[src/rtl/pc_sequencer.sv]
// Fetch PC controller: drives the ROM address, registers the returned word toward decode with valid/ready.
// Optional PC_SEQ_OVF_FAULT_EN: a capture at the top address delivers that word and then enters a sticky FAULT state.
module pc_sequencer #(
  parameter int              PC_W     = 8,
  parameter int              INS_W    = 32,
  parameter logic [PC_W-1:0] RESET_PC = '0,
  parameter logic [5:0]      HALT_OP  = 6'b111111
) (
  input  logic             clk,
  input  logic             rst,
  output logic [PC_W-1:0]  pc,
  input  logic [INS_W-1:0] ins,
  input  logic             redirect,
  input  logic [PC_W-1:0]  redirect_pc,
  output logic             out_valid,
  input  logic             out_ready,
  output logic [INS_W-1:0] out_ins,
  output logic [PC_W-1:0]  out_pc,
  output logic             halted,
  output logic             fault
);

  typedef enum logic [1:0] {
    S_RUN   = 2'd0,
    S_HALT  = 2'd1
`ifdef PC_SEQ_OVF_FAULT_EN
    ,S_FAULT = 2'd2
`endif
  } state_t;

  state_t           state_q;
  logic [PC_W-1:0]  pc_q;
  logic [PC_W-1:0]  pc_d;
  logic             out_valid_q;
  logic [INS_W-1:0] out_ins_q;
  logic [PC_W-1:0]  out_pc_q;
  logic             halted_q;

  logic take;
  logic cap;
  logic redirect_ok;
  logic is_halt_op;

  assign take        = out_valid_q & out_ready;
  assign cap         = (state_q == S_RUN) & (~out_valid_q | out_ready) & ~redirect;
  assign is_halt_op  = (ins[INS_W-1 -: 6] == HALT_OP);
  assign pc_d        = pc_q + {{(PC_W-1){1'b0}}, 1'b1};

`ifdef PC_SEQ_OVF_FAULT_EN
  logic fault_q;
  logic at_top;
  assign at_top      = &pc_q;
  // FAULT is terminal apart from reset, so redirects are dropped there.
  assign redirect_ok = redirect & (state_q != S_FAULT);
  assign fault       = fault_q;
`else
  assign redirect_ok = redirect;
  assign fault       = 1'b0;
`endif

  always_ff @(posedge clk) begin
    if (rst) begin
      state_q     <= S_RUN;
      pc_q        <= RESET_PC;
      out_valid_q <= 1'b0;
      out_ins_q   <= '0;
      out_pc_q    <= '0;
      halted_q    <= 1'b0;
`ifdef PC_SEQ_OVF_FAULT_EN
      fault_q     <= 1'b0;
`endif
    end else if (redirect_ok) begin
      // Flush: any word presented this cycle is either taken now or discarded.
      state_q     <= S_RUN;
      pc_q        <= redirect_pc;
      out_valid_q <= 1'b0;
      halted_q    <= 1'b0;
    end else if (cap) begin
      out_ins_q   <= ins;
      out_pc_q    <= pc_q;
      out_valid_q <= 1'b1;
      pc_q        <= pc_d;
`ifdef PC_SEQ_OVF_FAULT_EN
      if (at_top) begin
        state_q <= S_FAULT;
        fault_q <= 1'b1;
      end else if (is_halt_op) begin
        state_q  <= S_HALT;
        halted_q <= 1'b1;
      end
`else
      if (is_halt_op) begin
        state_q  <= S_HALT;
        halted_q <= 1'b1;
      end
`endif
    end else if (take) begin
      out_valid_q <= 1'b0;
    end
  end

  assign pc        = pc_q;
  assign out_valid = out_valid_q;
  assign out_ins   = out_ins_q;
  assign out_pc    = out_pc_q;
  assign halted    = halted_q;

endmodule
[config.mk]
export PLATFORM = sky130hd
export DESIGN_NAME = pc_sequencer
export DESIGN_NICKNAME = d
export VERILOG_FILES = /design/src/rtl/pc_sequencer.sv
export SDC_FILE = /design/constraint.sdc
export NUM_CORES = 1
export LEC_CHECK = 0
export ABC_AREA = 1
export CORE_UTILIZATION = 44
export DETAILED_ROUTE_END_ITERATION = 8
export PLACE_DENSITY = 0.85
export SLEW_MARGIN = 10
export SYNTH_ARGS = -nofsm -noshare
export SYNTH_HDL_FRONTEND = slang
export SYNTH_SLANG_ARGS = --single-unit
[constraint.sdc]
create_clock -name clk -period 2 [get_ports clk]
set_input_delay 0.4 -clock clk [delete_from_list [all_inputs] [get_ports clk]]
set_output_delay 0.4 -clock clk [all_outputs]
set_load 0.03 [all_outputs]
Word-level counts from Yosys, hierarchy flattened

Index checks and enable logic that the tools add are counted.

Output and inout port bits: 51
Input port bits: 44
Bits in registers: 50
Word-level logic and storage cells: 23

Reduce and logical (&&, ||, !) cells: 6
Mux-type cells: 4
Add/subtract/negate cells: 1
Equality and inequality tests: 1
Bitwise logic cells: 6

Operator list:

| operator              | count |
|---|---|
| $mux W8               | 2 |
| $add A8 B1 Y8 const B | 1 |
| $eq A6 B6 Y1 const B  | 1 |
| $reduce_and A2 Y1     | 2 |
| $reduce_bool A2 Y1    | 2 |
| $and A1 B1 Y1         | 3 |
| $logic_not A2 Y1      | 1 |
| $mux W1               | 2 |
| $not A1 Y1            | 2 |
| $reduce_or A2 Y1      | 1 |
| $or A1 B1 Y1          | 1 |

Longest topological paths before layout

Gate-level depths: netlist of the first run.

Depth after elaboration: 6
Mapped depth: 8
Depth with buffers taken out: 8

Worst setup path after synthesis of the first run

No wires, ideal clock.

Kind: reg-to-reg
From: reg pc_q[1], in the netlist pc[1]
To: reg pc_q[6], in the netlist pc[6]
Period minus slack after synthesis: 1.340 ns
Slack: 0.660 ns
Stages on the path, launching flop included: 7
Required time: 1.884 ns
Buffers on the path: 0
Arrival: 1.224 ns
Setup time: 0.116 ns
Cells stage by stage: dfxtp_1 ha_1 nand3_1 o21ai_0 nand3_1 nand2_1 a21oi_1

Longest elaborated chain between the ends: 3

RTL lines:

| what                   | line | source |
|---|---|---|
| start, declared        | 32   | `logic [PC_W-1:0] pc_q;` |
| start signal, assigned | 75   | `pc_q <= redirect_pc;` |
| start signal, assigned | 82   | `pc_q <= pc_d;` |
| $add A8 B1 Y8          | 47   | `assign pc_d = pc_q + {{(PC_W-1){1'b0}}, 1'b1};` |
| $mux W8                | 78   | `end else if (cap) begin` |
| $mux W8                | 72   | `end else if (redirect_ok) begin` |

Every way passes these cells. The select of a mux whose other input is x is not followed.
A chain may end at the register's enable or synchronous reset.

Final worst setup path of the first run

From: reg pc_q[5], in the netlist pc[5]
To: out pc[5]

RTL lines:

| what          | line | source |
|---|---|---|
| end, declared | 11   | `output logic [PC_W-1:0] pc,` |

No word-level cell between the ends.

==> flow_summary.rst, run 1 <==
.. list-table::
   :header-rows: 1

   * - Metric
     - Value
   * - Endpoint with the worst hold slack
     - out_ins[30]
   * - Filler cell count in the final layout
     - 363
   * - Leakage power of the design
     - 1.26 nW
   * - GP Congestion
     - 0.878
   * - Top-Level Pins
     - 95
   * - Post-layout nets
     - 403
   * - Cell count after synthesis
     - 266
   * - Clock latency of the later-clocked register in the worst-skew pair
     - 310 ps
   * - Path type of the worst min-delay path
     - flop to flop
   * - TritonCTS clock tree
     - yes
   * - Highest cell delay on the worst timing path
     - 710 ps
   * - Clock buffer count from CTS
     - 5
   * - Setup repair after global routing missed its margin
     - false
   * - Row count
     - 24
   * - Area added between synthesis and finish
     - 54.6%
   * - Final Skew
     - 7.50 ps
   * - Post-cts sizing count
     - 0
   * - Overall track demand over capacity in global routing
     - 23.2%
   * - Final Cycle Share
     - 92.8%
   * - Count of hold buffers inserted by post-cts repair
     - 0
   * - Arrival time reported for the critical path endpoint
     - 1460 ps
   * - Via/cell ratio
     - 5.00
   * - Hold path startpoint
     - out_ins[30]
   * - Setup crit start kind
     - flop
   * - Power share of the sequential group
     - 43.5%
   * - Required time of the critical path
     - 1600 ps
   * - Core region area
     - 4380 um2
   * - Routed Wire Length
     - 5.41 mm
   * - DR iter-0 viols
     - 121
   * - Clock Power Share
     - 33.7%
   * - Final setup violation count
     - 0
   * - Total buffers and inverters traversed by the critical path
     - 1
   * - DIE HEIGHT
     - 69.7 um
   * - Die area
     - 4860 um2
   * - Length in cells of the worst reg-to-reg path
     - 6
   * - Cell area after technology mapping
     - 2020 um2
   * - Clock net sink count
     - 50
   * - Crit path max fanout
     - 6
   * - HPWL after detailed placement
     - 3.85 mm
   * - Via count
     - 2056
   * - Count of endpoints failing hold in the final timing report
     - 0
   * - Clock transition at the register clock pins on the worst setup and hold paths after CTS
     - 90 ps
   * - Combinational Power Share
     - 22.8%
   * - Die width
     - 69.7 um
   * - Max-cap viol count
     - 0
   * - Buffer levels on the longest clock path
     - 2
   * - Type of the worst setup path
     - flop to primary output
   * - Number of routed nets with antenna violations
     - 0
   * - Overall power after layout
     - 2.57 mW
   * - Outcome
     - complete, no violations
   * - Cell-by-cell trace of the critical path
     - clkdlybuf4s50_1
   * - Starting density of the core
     - 46.0%
   * - Syn nets
     - 311
   * - Avg WL per Cell
     - 13.2 um
   * - Via count of the first global-routing pass
     - 2013
   * - Number of warnings printed during yosys synthesis
     - 0
   * - Syn Area/Cell
     - 7.58 um2
   * - Number of antenna violations at the first check in global routing
     - 0
   * - Clock Root Buffer
     - clkbuf_8
   * - Top Family by Delay on Critical Path
     - buffers and inverters
   * - Max-slew violation total from the final report
     - 0
   * - Cell with the biggest individual delay on the critical path
     - clkdlybuf4s50_1
   * - Seq/Total Area, Yosys
     - 49.7%
   * - Switching power as a share of total power
     - 27.4%
   * - Worst flop-to-flop path startpoint
     - state_q[0]
   * - Worst setup slack for register-to-register paths
     - 710 ps
   * - Remaining design rule violation count
     - 0
   * - Worst reg2reg path endpoint
     - out_ins[29]
   * - Count of TritonRoute iterations in the first routing pass
     - 4
   * - N_diodes
     - 0
   * - Final period demand of the worst path
     - 1860 ps
   * - Number of port buffers
     - 93
   * - Fraction of layout cells with a size suffix above 1
     - 7.80%
   * - Yosys cell types
     - 28
   * - Power density over the cells
     - 825 nW/um2
   * - Maximum vdd drop
     - 0.392 mV
   * - Count of buffers added by post-CTS timing repair for setup
     - 0
   * - Worst hold stages
     - 2
   * - Highest attainable clock frequency
     - 539 MHz
   * - Number of levels in the clock H-tree
     - 2
   * - Post-route setup TNS
     - 0 ps
   * - Net switching power of the design
     - 0.703 mW
   * - Largest net degree at the start of global routing
     - 38
   * - First-pass GRT wire length
     - 8.99 mm
   * - #FFs+latches synth
     - 50
   * - Internal power summed over all cells
     - 1.87 mW
   * - Remaining global-route overflow
     - 0
   * - Worst Setup End Kind
     - primary output
==> worst max-delay path by stage <==
| stage | startpoint | endpoint | slack (ps) | cells past startpoint |
|---|---|---|---|---|
| 2_1_floorplan | pc[1] | pc[6] | 660 | 6 |
| 3_3_place_gp | out_ready | pc[4] | 190 | 8 |
| 3_5_place_dp | out_ready | pc[4] | 140 | 8 |
| 4_1_cts | pc[5] | pc[5] | 140 | 1 |
| 5_1_grt | pc[5] | pc[5] | 100 | 1 |
| 6_report | pc[5] | pc[5] | 140 | 1 |
==> per-layer routing <==
metal	part of all wire (%)	vias to the layer above	track usage [%]
met5	0	-	0
li1	-	1033	-
met4	2.0	0	9.33
met1	42	951	26.9
met2	50	63	40.8
met3	6.0	9	5.96
==> cells in the final DEF (no fill, tap or decap) <==
master           Yosys  layout
clkdlybuf4s50_1      0      93
nor2_1              80      80
dfxtp_1             50      50
nand2_1             28      28
o21ai_1             23      23
o21ai_0             21      21
inv_1               11      11
a21oi_1              9       9
nand3_1              7       7
clkbuf_8             0       6
buf_4                3       6
a21oi_2              3       3
nor3_1               3       3
nand2_2              2       2
inv_2                2       2
nor2_2               2       2
a31oi_1              2       2
bufinv_16            0       2
nand2_4              1       1
nor2_8               1       1
inv_4                1       1
nand4_1              1       1
a211oi_1             1       1
nand3_2              1       1
ha_1                 1       1
conb_1               1       1
buf_12               0       1
==> synthesized netlist by cell type, drive strengths merged <==
library cell  instances  share of area, %
a21oi                12               3.5
a31oi                 2              0.62
inv                  14               2.7
nand2                31               6.4
clkbuf                3              0.62
a211oi                1              0.37
nor2                 83                17
o21ai                44                11
ha                    1              0.62
dfxtp                50                50
nand3                 8               2.2
nand4                 1              0.31
conb                  1              0.19
buf                  12               4.5
nor3                  3              0.74
==> kinds of logic (layout without fill, tap and decap cells) <==
kind of cell             Yosys count  count (layout)  synth area share [%]
buffers and inverters             29             122                  7.88
flip-flops                        50              50                  49.7
AO/OA/AOI/OAI                     59              59                  15.5
AND/OR/NAND/NOR                  126             126                  26.2
adder cells (fa/ha/maj)            1               1                 0.621
other                              1               1                 0.186
==> power groups by stage <==
| stage | combinational (mW) | clock, mW | sequential, mW |
|---|---|---|---|
| after floorplan | 0.168 | 0 | 1.28 |
| after global placement | 0.575 | 0 | 1.14 |
| after detailed placement | 0.586 | 0 | 1.14 |
| after CTS | 0.588 | 0.883 | 1.12 |
| after global routing | 0.627 | 0.930 | 1.13 |
| final | 0.586 | 0.866 | 1.12 |
==> registers in the layout, indices dropped and copies added, names as in the netlist <==
register and cells:
out_pc 8, out_valid 1, out_ins 32, state_q 1, pc 8
==> metrics by stage <==
step | hold slack, ps | std cells | setup WS [ps] | cell area [um2] | utilization [%]
final | 477 | 411 | 144 | 3120 | 71.1
after global routing | 493 | 411 | 101 | 3120 | 71.1
after CTS | 480 | 411 | 142 | 3120 | 71.1
after detailed placement | 466 | 403 | 141 | 2970 | 67.8
after global placement | 458 | 403 | 190 | 2970 | 67.8
after floorplan | 462 | 266 | 660 | 2020 | -
==> final cells by class <==
class / instances / area [um2] / area share (%)
clock buffers: 6 / 82.6 / 2.65
multi-input cells: 187 / 856 / 27.5
well taps: 52 / 65.1 / 2.09
inverters: 14 / 55.1 / 1.77
repair buffers: 100 / 996 / 32.0
clock inverters: 2 / 60.1 / 1.93
flip-flops and latches: 50 / 1000 / 32.1
Note: power is estimated with default switching activity, not from simulation.
==> inputs of run 2 (changes only) <==
--- a/config.mk
+++ b/config.mk
@@ -6,6 +6,7 @@
 export NUM_CORES = 1
 export LEC_CHECK = 0
 export ABC_AREA = 1
+export CORE_ASPECT_RATIO = 0.5
 export CORE_UTILIZATION = 44
 export DETAILED_ROUTE_END_ITERATION = 8
 export PLACE_DENSITY = 0.85
==> flow_summary.rst, run 2 (synthesized netlist as in run 1, its figures left out) <==
.. list-table::
   :header-rows: 1

   * - Metric
     - Value
   * - Arrival time reported for the critical path endpoint
     - 1530 ps
   * - Count of hold buffers inserted by post-cts repair
     - 0
   * - DIE HEIGHT
     - 49.9 um
   * - Setup repair after global routing missed its margin
     - false
   * - Overall track demand over capacity in global routing
     - 23.7%
   * - Clock transition at the register clock pins on the worst setup and hold paths after CTS
     - 90 ps
   * - Largest net degree at the start of global routing
     - 38
   * - Via/cell ratio
     - 4.94
   * - Final Skew
     - 9.72 ps
   * - Total buffers and inverters traversed by the critical path
     - 1
   * - First-pass GRT wire length
     - 9.09 mm
   * - Routed Wire Length
     - 5.49 mm
   * - Top-Level Pins
     - 95
   * - TritonCTS clock tree
     - yes
   * - Clock buffer count from CTS
     - 5
   * - Top Family by Delay on Critical Path
     - buffers and inverters
   * - Worst hold stages
     - 1
   * - Fraction of layout cells with a size suffix above 1
     - 7.80%
   * - Type of the worst setup path
     - flop to primary output
   * - Number of levels in the clock H-tree
     - 2
   * - Commonest non-fill, non-tap cell in the layout
     - clkdlybuf4s50_1
   * - Count of endpoints failing hold in the final timing report
     - 0
   * - Met2 track demand over resource in global routing
     - 42.3%
   * - Worst Setup End Kind
     - primary output
   * - Die width
     - 97.7 um
   * - Setup crit start kind
     - flop
   * - GRT met1 Usage
     - 27.8%
   * - Core region area
     - 4140 um2
   * - Number of routed nets with antenna violations
     - 0
   * - Remaining design rule violation count
     - 6
   * - Gr busiest metal
     - met2
   * - Post-route setup TNS
     - 0 ps
   * - Final setup violation count
     - 0
   * - Die area
     - 4870 um2
   * - Buffer levels on the longest clock path
     - 2
   * - Grt met3 use
     - 5.96%
   * - Max-slew violation total from the final report
     - 0
   * - Violations in the final reports
     - DRC
   * - Number of port buffers
     - 93
   * - Via count of the first global-routing pass
     - 1981
   * - Length in cells of the worst reg-to-reg path
     - 7
   * - N_diodes
     - 0
   * - Path length in cells of the critical path
     - 1
   * - Remaining global-route overflow
     - 0
   * - Clock Root Buffer
     - clkbuf_8
   * - Max-cap viol count
     - 0
   * - Cell-by-cell trace of the critical path
     - clkdlybuf4s50_1
   * - Power density over the cells
     - 782 nW/um2
   * - Clock latency of the later-clocked register in the worst-skew pair
     - 300 ps
   * - Via count
     - 2041
   * - Flip-flop count of the largest register after layout
     - 32
   * - Required time of the critical path
     - 1600 ps
   * - Post-layout nets
     - 403
   * - Number of antenna violations at the first check in global routing
     - 0
   * - Final Cycle Share
     - 96.7%
   * - DR iter-0 viols
     - 82
   * - Cell with the biggest individual delay on the critical path
     - clkdlybuf4s50_1
   * - Highest cell delay on the worst timing path
     - 730 ps
   * - Commonest cells after routing, fill and taps aside
     - clkdlybuf4s50_1, nor2_1, dfxtp_1
   * - Crit path max fanout
     - 7
   * - Path type of the worst min-delay path
     - flop to flop
   * - Highest attainable clock frequency
     - 517 MHz
   * - Post-cts sizing count
     - 0
   * - Count of TritonRoute iterations in the first routing pass
     - 6
   * - Row count
     - 16
   * - Starting density of the core
     - 48.6%
   * - Clock net sink count
     - 50
   * - HPWL after detailed placement
     - 4.03 mm
   * - Area added between synthesis and finish
     - 53.0%
   * - Avg WL per Cell
     - 13.3 um
   * - Leakage power of the design
     - 1.25 nW
   * - Final period demand of the worst path
     - 1930 ps
   * - Hold_ws
     - 487 ps
   * - GP Congestion
     - 0.839
   * - Count of buffers added by post-CTS timing repair for setup
     - 0
   * - Outcome
     - finished, violations left
   * - Maximum vdd drop
     - 0.362 mV
-- run 2: cell count changes in the layout (fill, tap and decap cells not counted), sizes merged --
| cell | delta |
|---|---|
| clkbuf | -1 |
| bufinv | -1 |
| clkinv | +2 |
-- run 2: layout make-up --
| class | instances | area [um2] |
|---|---|---|
| well taps | 54 | 67.6 |
| inverters | 14 | 55.1 |
| fillers | 321 | 1060 |
| clock inverters | 3 | 40.0 |
| multi-input cells | 187 | 856 |
| repair buffers | 100 | 996 |
| flip-flops and latches | 50 | 1000 |
| clock buffers | 5 | 68.8 |
-- run 2: metal layers --
layer | vias up | wire [um] | share of wire [%]
met2 | 53 | 2670 | 49
li1 | 1033 | - | -
met5 | - | 0 | 0
met3 | 6 | 286 | 5.2
met4 | 0 | 70 | 1.3
met1 | 949 | 2470 | 45
-- run 2: path summary, 6_finish.rpt --
check,endpoint,slack [ps],start
worst max-delay path,pc[2],70,pc[2]
worst min-delay path,out_valid,490,state_q[0]
worst max register to register,pc[3],700,pc[2]
worst min register to register,out_valid,490,state_q[0]
-- run 2: report_power, final --
group	switching [mW]	internal, mW	leakage [nW]
Clock	0.337	0.369	0.0579
Combinational	0.322	0.263	0.773
Sequential	0.0503	1.07	0.415
-- run 2: per-stage QoR --
stage                     setup slack, ps  util [%]  cells  power (mW)  instance area [um2]
after global placement                289      71.8    405        1.72                 2980
after CTS                            87.0      74.4    413        2.42                 3080
final                                67.0      74.4    413        2.41                 3080
after floorplan                       660         -    266        1.45                 2020
after detailed placement              266      71.8    405        1.73                 2980
after global routing                 40.5      74.4    413        2.51                 3080
==> inputs of run 3 (changes only) <==
--- a/config.mk
+++ b/config.mk
@@ -6,10 +6,12 @@
 export NUM_CORES = 1
 export LEC_CHECK = 0
 export ABC_AREA = 1
+export CAP_MARGIN = 20
 export CORE_ASPECT_RATIO = 0.5
 export CORE_UTILIZATION = 44
 export DETAILED_ROUTE_END_ITERATION = 8
 export PLACE_DENSITY = 0.85
+export RECOVER_POWER = 50
 export SLEW_MARGIN = 10
 export SYNTH_ARGS = -nofsm -noshare
 export SYNTH_HDL_FRONTEND = slang
==> flow_summary.rst, run 3 (synthesized netlist as in run 1, its figures left out) <==
.. list-table::
   :header-rows: 1

   * - Metric
     - Value
   * - Final Skew
     - 9.07 ps
   * - Post-Place Cells
     - 405
   * - Worst Max-Slew Pin Slew
     - 613 ps
   * - Arrival time reported for the critical path endpoint
     - 1530 ps
   * - Net switching power of the design
     - 0.705 mW
   * - Area added between synthesis and finish
     - 51.2%
   * - Top-Level Pins
     - 95
   * - Crit path max fanout
     - 7
   * - Non-filler cells, final
     - 413
   * - Count of buffers added by post-CTS timing repair for setup
     - 0
   * - Max-slew headroom at the worst pin
     - 59.1%
   * - Post-route setup TNS
     - 0 ps
   * - GP Congestion
     - 0.839
   * - Count of endpoints failing hold in the final timing report
     - 0
   * - Violations in the final reports
     - DRC
   * - Leakage power of the design
     - 1.24 nW
   * - Count of hold buffers inserted by post-cts repair
     - 0
   * - Commonest non-fill, non-tap cell in the layout
     - clkdlybuf4s50_1
   * - Power density over the cells
     - 789 nW/um2
   * - Buffer levels on the longest clock path
     - 2
   * - Clock Root Buffer
     - clkbuf_8
   * - Remaining global-route overflow
     - 0
   * - Largest net degree at the start of global routing
     - 38
   * - DR iter-0 viols
     - 92
   * - Cell with the biggest individual delay on the critical path
     - clkdlybuf4s50_1
   * - Number of antenna violations at the first check in global routing
     - 0
   * - DIE HEIGHT
     - 49.9 um
   * - Core region area
     - 4140 um2
   * - Total buffers and inverters traversed by the critical path
     - 1
   * - Via count
     - 2050
   * - Row count
     - 16
   * - Avg WL per Cell
     - 13.3 um
   * - First-pass GRT wire length
     - 9.09 mm
   * - Fraction of layout cells with a size suffix above 1
     - 6.41%
   * - Switching power as a share of total power
     - 29.3%
   * - Top Family by Delay on Critical Path
     - buffers and inverters
   * - Filler cell count in the final layout
     - 329
   * - Overall track demand over capacity in global routing
     - 23.7%
   * - Post-layout nets
     - 403
   * - Die width
     - 97.7 um
   * - HPWL after detailed placement
     - 4.03 mm
   * - Remaining design rule violation count
     - 6
   * - Highest cell delay on the worst timing path
     - 730 ps
   * - Post-route cell area
     - 3050 um2
   * - Via/cell ratio
     - 4.96
   * - Number of port buffers
     - 93
   * - Power share of the sequential group
     - 46.6%
   * - N_diodes
     - 0
   * - Clock Power Share
     - 29.3%
   * - Setup crit start kind
     - flop
   * - Count of TritonRoute iterations in the first routing pass
     - 6
   * - Via count of the first global-routing pass
     - 1981
   * - Cell-by-cell trace of the critical path
     - clkdlybuf4s50_1
   * - Final setup violation count
     - 0
   * - Path type of the worst min-delay path
     - flop to flop
   * - Outcome
     - finished, violations left
   * - Worst Setup End Kind
     - primary output
   * - Commonest cells after routing, fill and taps aside
     - clkdlybuf4s50_1, nor2_1, dfxtp_1
   * - Setup repair after global routing missed its margin
     - false
   * - Area after detailed placement
     - 2980 um2
   * - Highest attainable clock frequency
     - 518 MHz
   * - Post-cts sizing count
     - 0
   * - Starting density of the core
     - 48.6%
   * - Clock buffer count from CTS
     - 5
   * - Routed Wire Length
     - 5.51 mm
   * - TritonCTS clock tree
     - yes
   * - Combinational Power Share
     - 24.0%
   * - Clock net sink count
     - 50
   * - Number of levels in the clock H-tree
     - 2
   * - Clock latency of the later-clocked register in the worst-skew pair
     - 300 ps
   * - Overall power after layout
     - 2.40 mW
   * - Type of the worst setup path
     - flop to primary output
   * - Number of routed nets with antenna violations
     - 0
   * - Required time of the critical path
     - 1600 ps
   * - Max-cap viol count
     - 0
   * - Internal power summed over all cells
     - 1.70 mW
   * - Register Area
     - 1000 um2
   * - Max-slew violation total from the final report
     - 0
   * - Die area
     - 4870 um2
   * - Final Cycle Share
     - 96.5%
   * - Maximum vdd drop
     - 0.362 mV
   * - Flip-flop count of the largest register after layout
     - 32
   * - Multi-input gate area
     - 825 um2
   * - Clock transition at the register clock pins on the worst setup and hold paths after CTS
     - 90 ps
   * - Final period demand of the worst path
     - 1930 ps
run 3: cell type report:
class	count	share of cell area, %
multi-input combinational	187	27.1
tap	54	2.22
timing repair buffer	100	32.6
clock buffer	5	2.26
sequential	50	32.8
inverter	14	1.72
clock inverter	3	1.31
run 3: worst paths after layout:
kind         cells after the start        from          to  slack [ps]
max                              1       pc[2]       pc[2]          70
min                              2  state_q[0]  state_q[0]         490
max reg2reg                      6  state_q[0]       pc[4]         460
min reg2reg                      2  state_q[0]  state_q[0]         490
run 3: power by group through the flow:
stage	Clock, mW	Sequential, mW	Combinational, mW
after floorplan	0	1.28	0.168
after global placement	0	1.14	0.575
after detailed placement	0	1.14	0.584
after CTS	0.714	1.12	0.588
after global routing	0.760	1.13	0.615
final	0.705	1.12	0.578
run 3: metal layers:
metal / part of all wire [%] / vias to the layer above / GRT usage, %
met5: 0 / - / 0
met4: 1.3 / 0 / 9.34
met3: 5.2 / 6 / 5.96
met2: 49 / 52 / 42.3
met1: 45 / 961 / 27.8
li1: - / 1031 / -
run 3: stage by stage:
stage,utilization (%),setup WS [ps],hold slack (ps)
2_1_floorplan,-,660,462
3_3_place_gp,71.8,289,466
3_5_place_dp,71.8,266,472
4_1_cts,74.4,87.0,490
5_1_grt,73.6,40.5,512
6_report,73.6,69.4,486
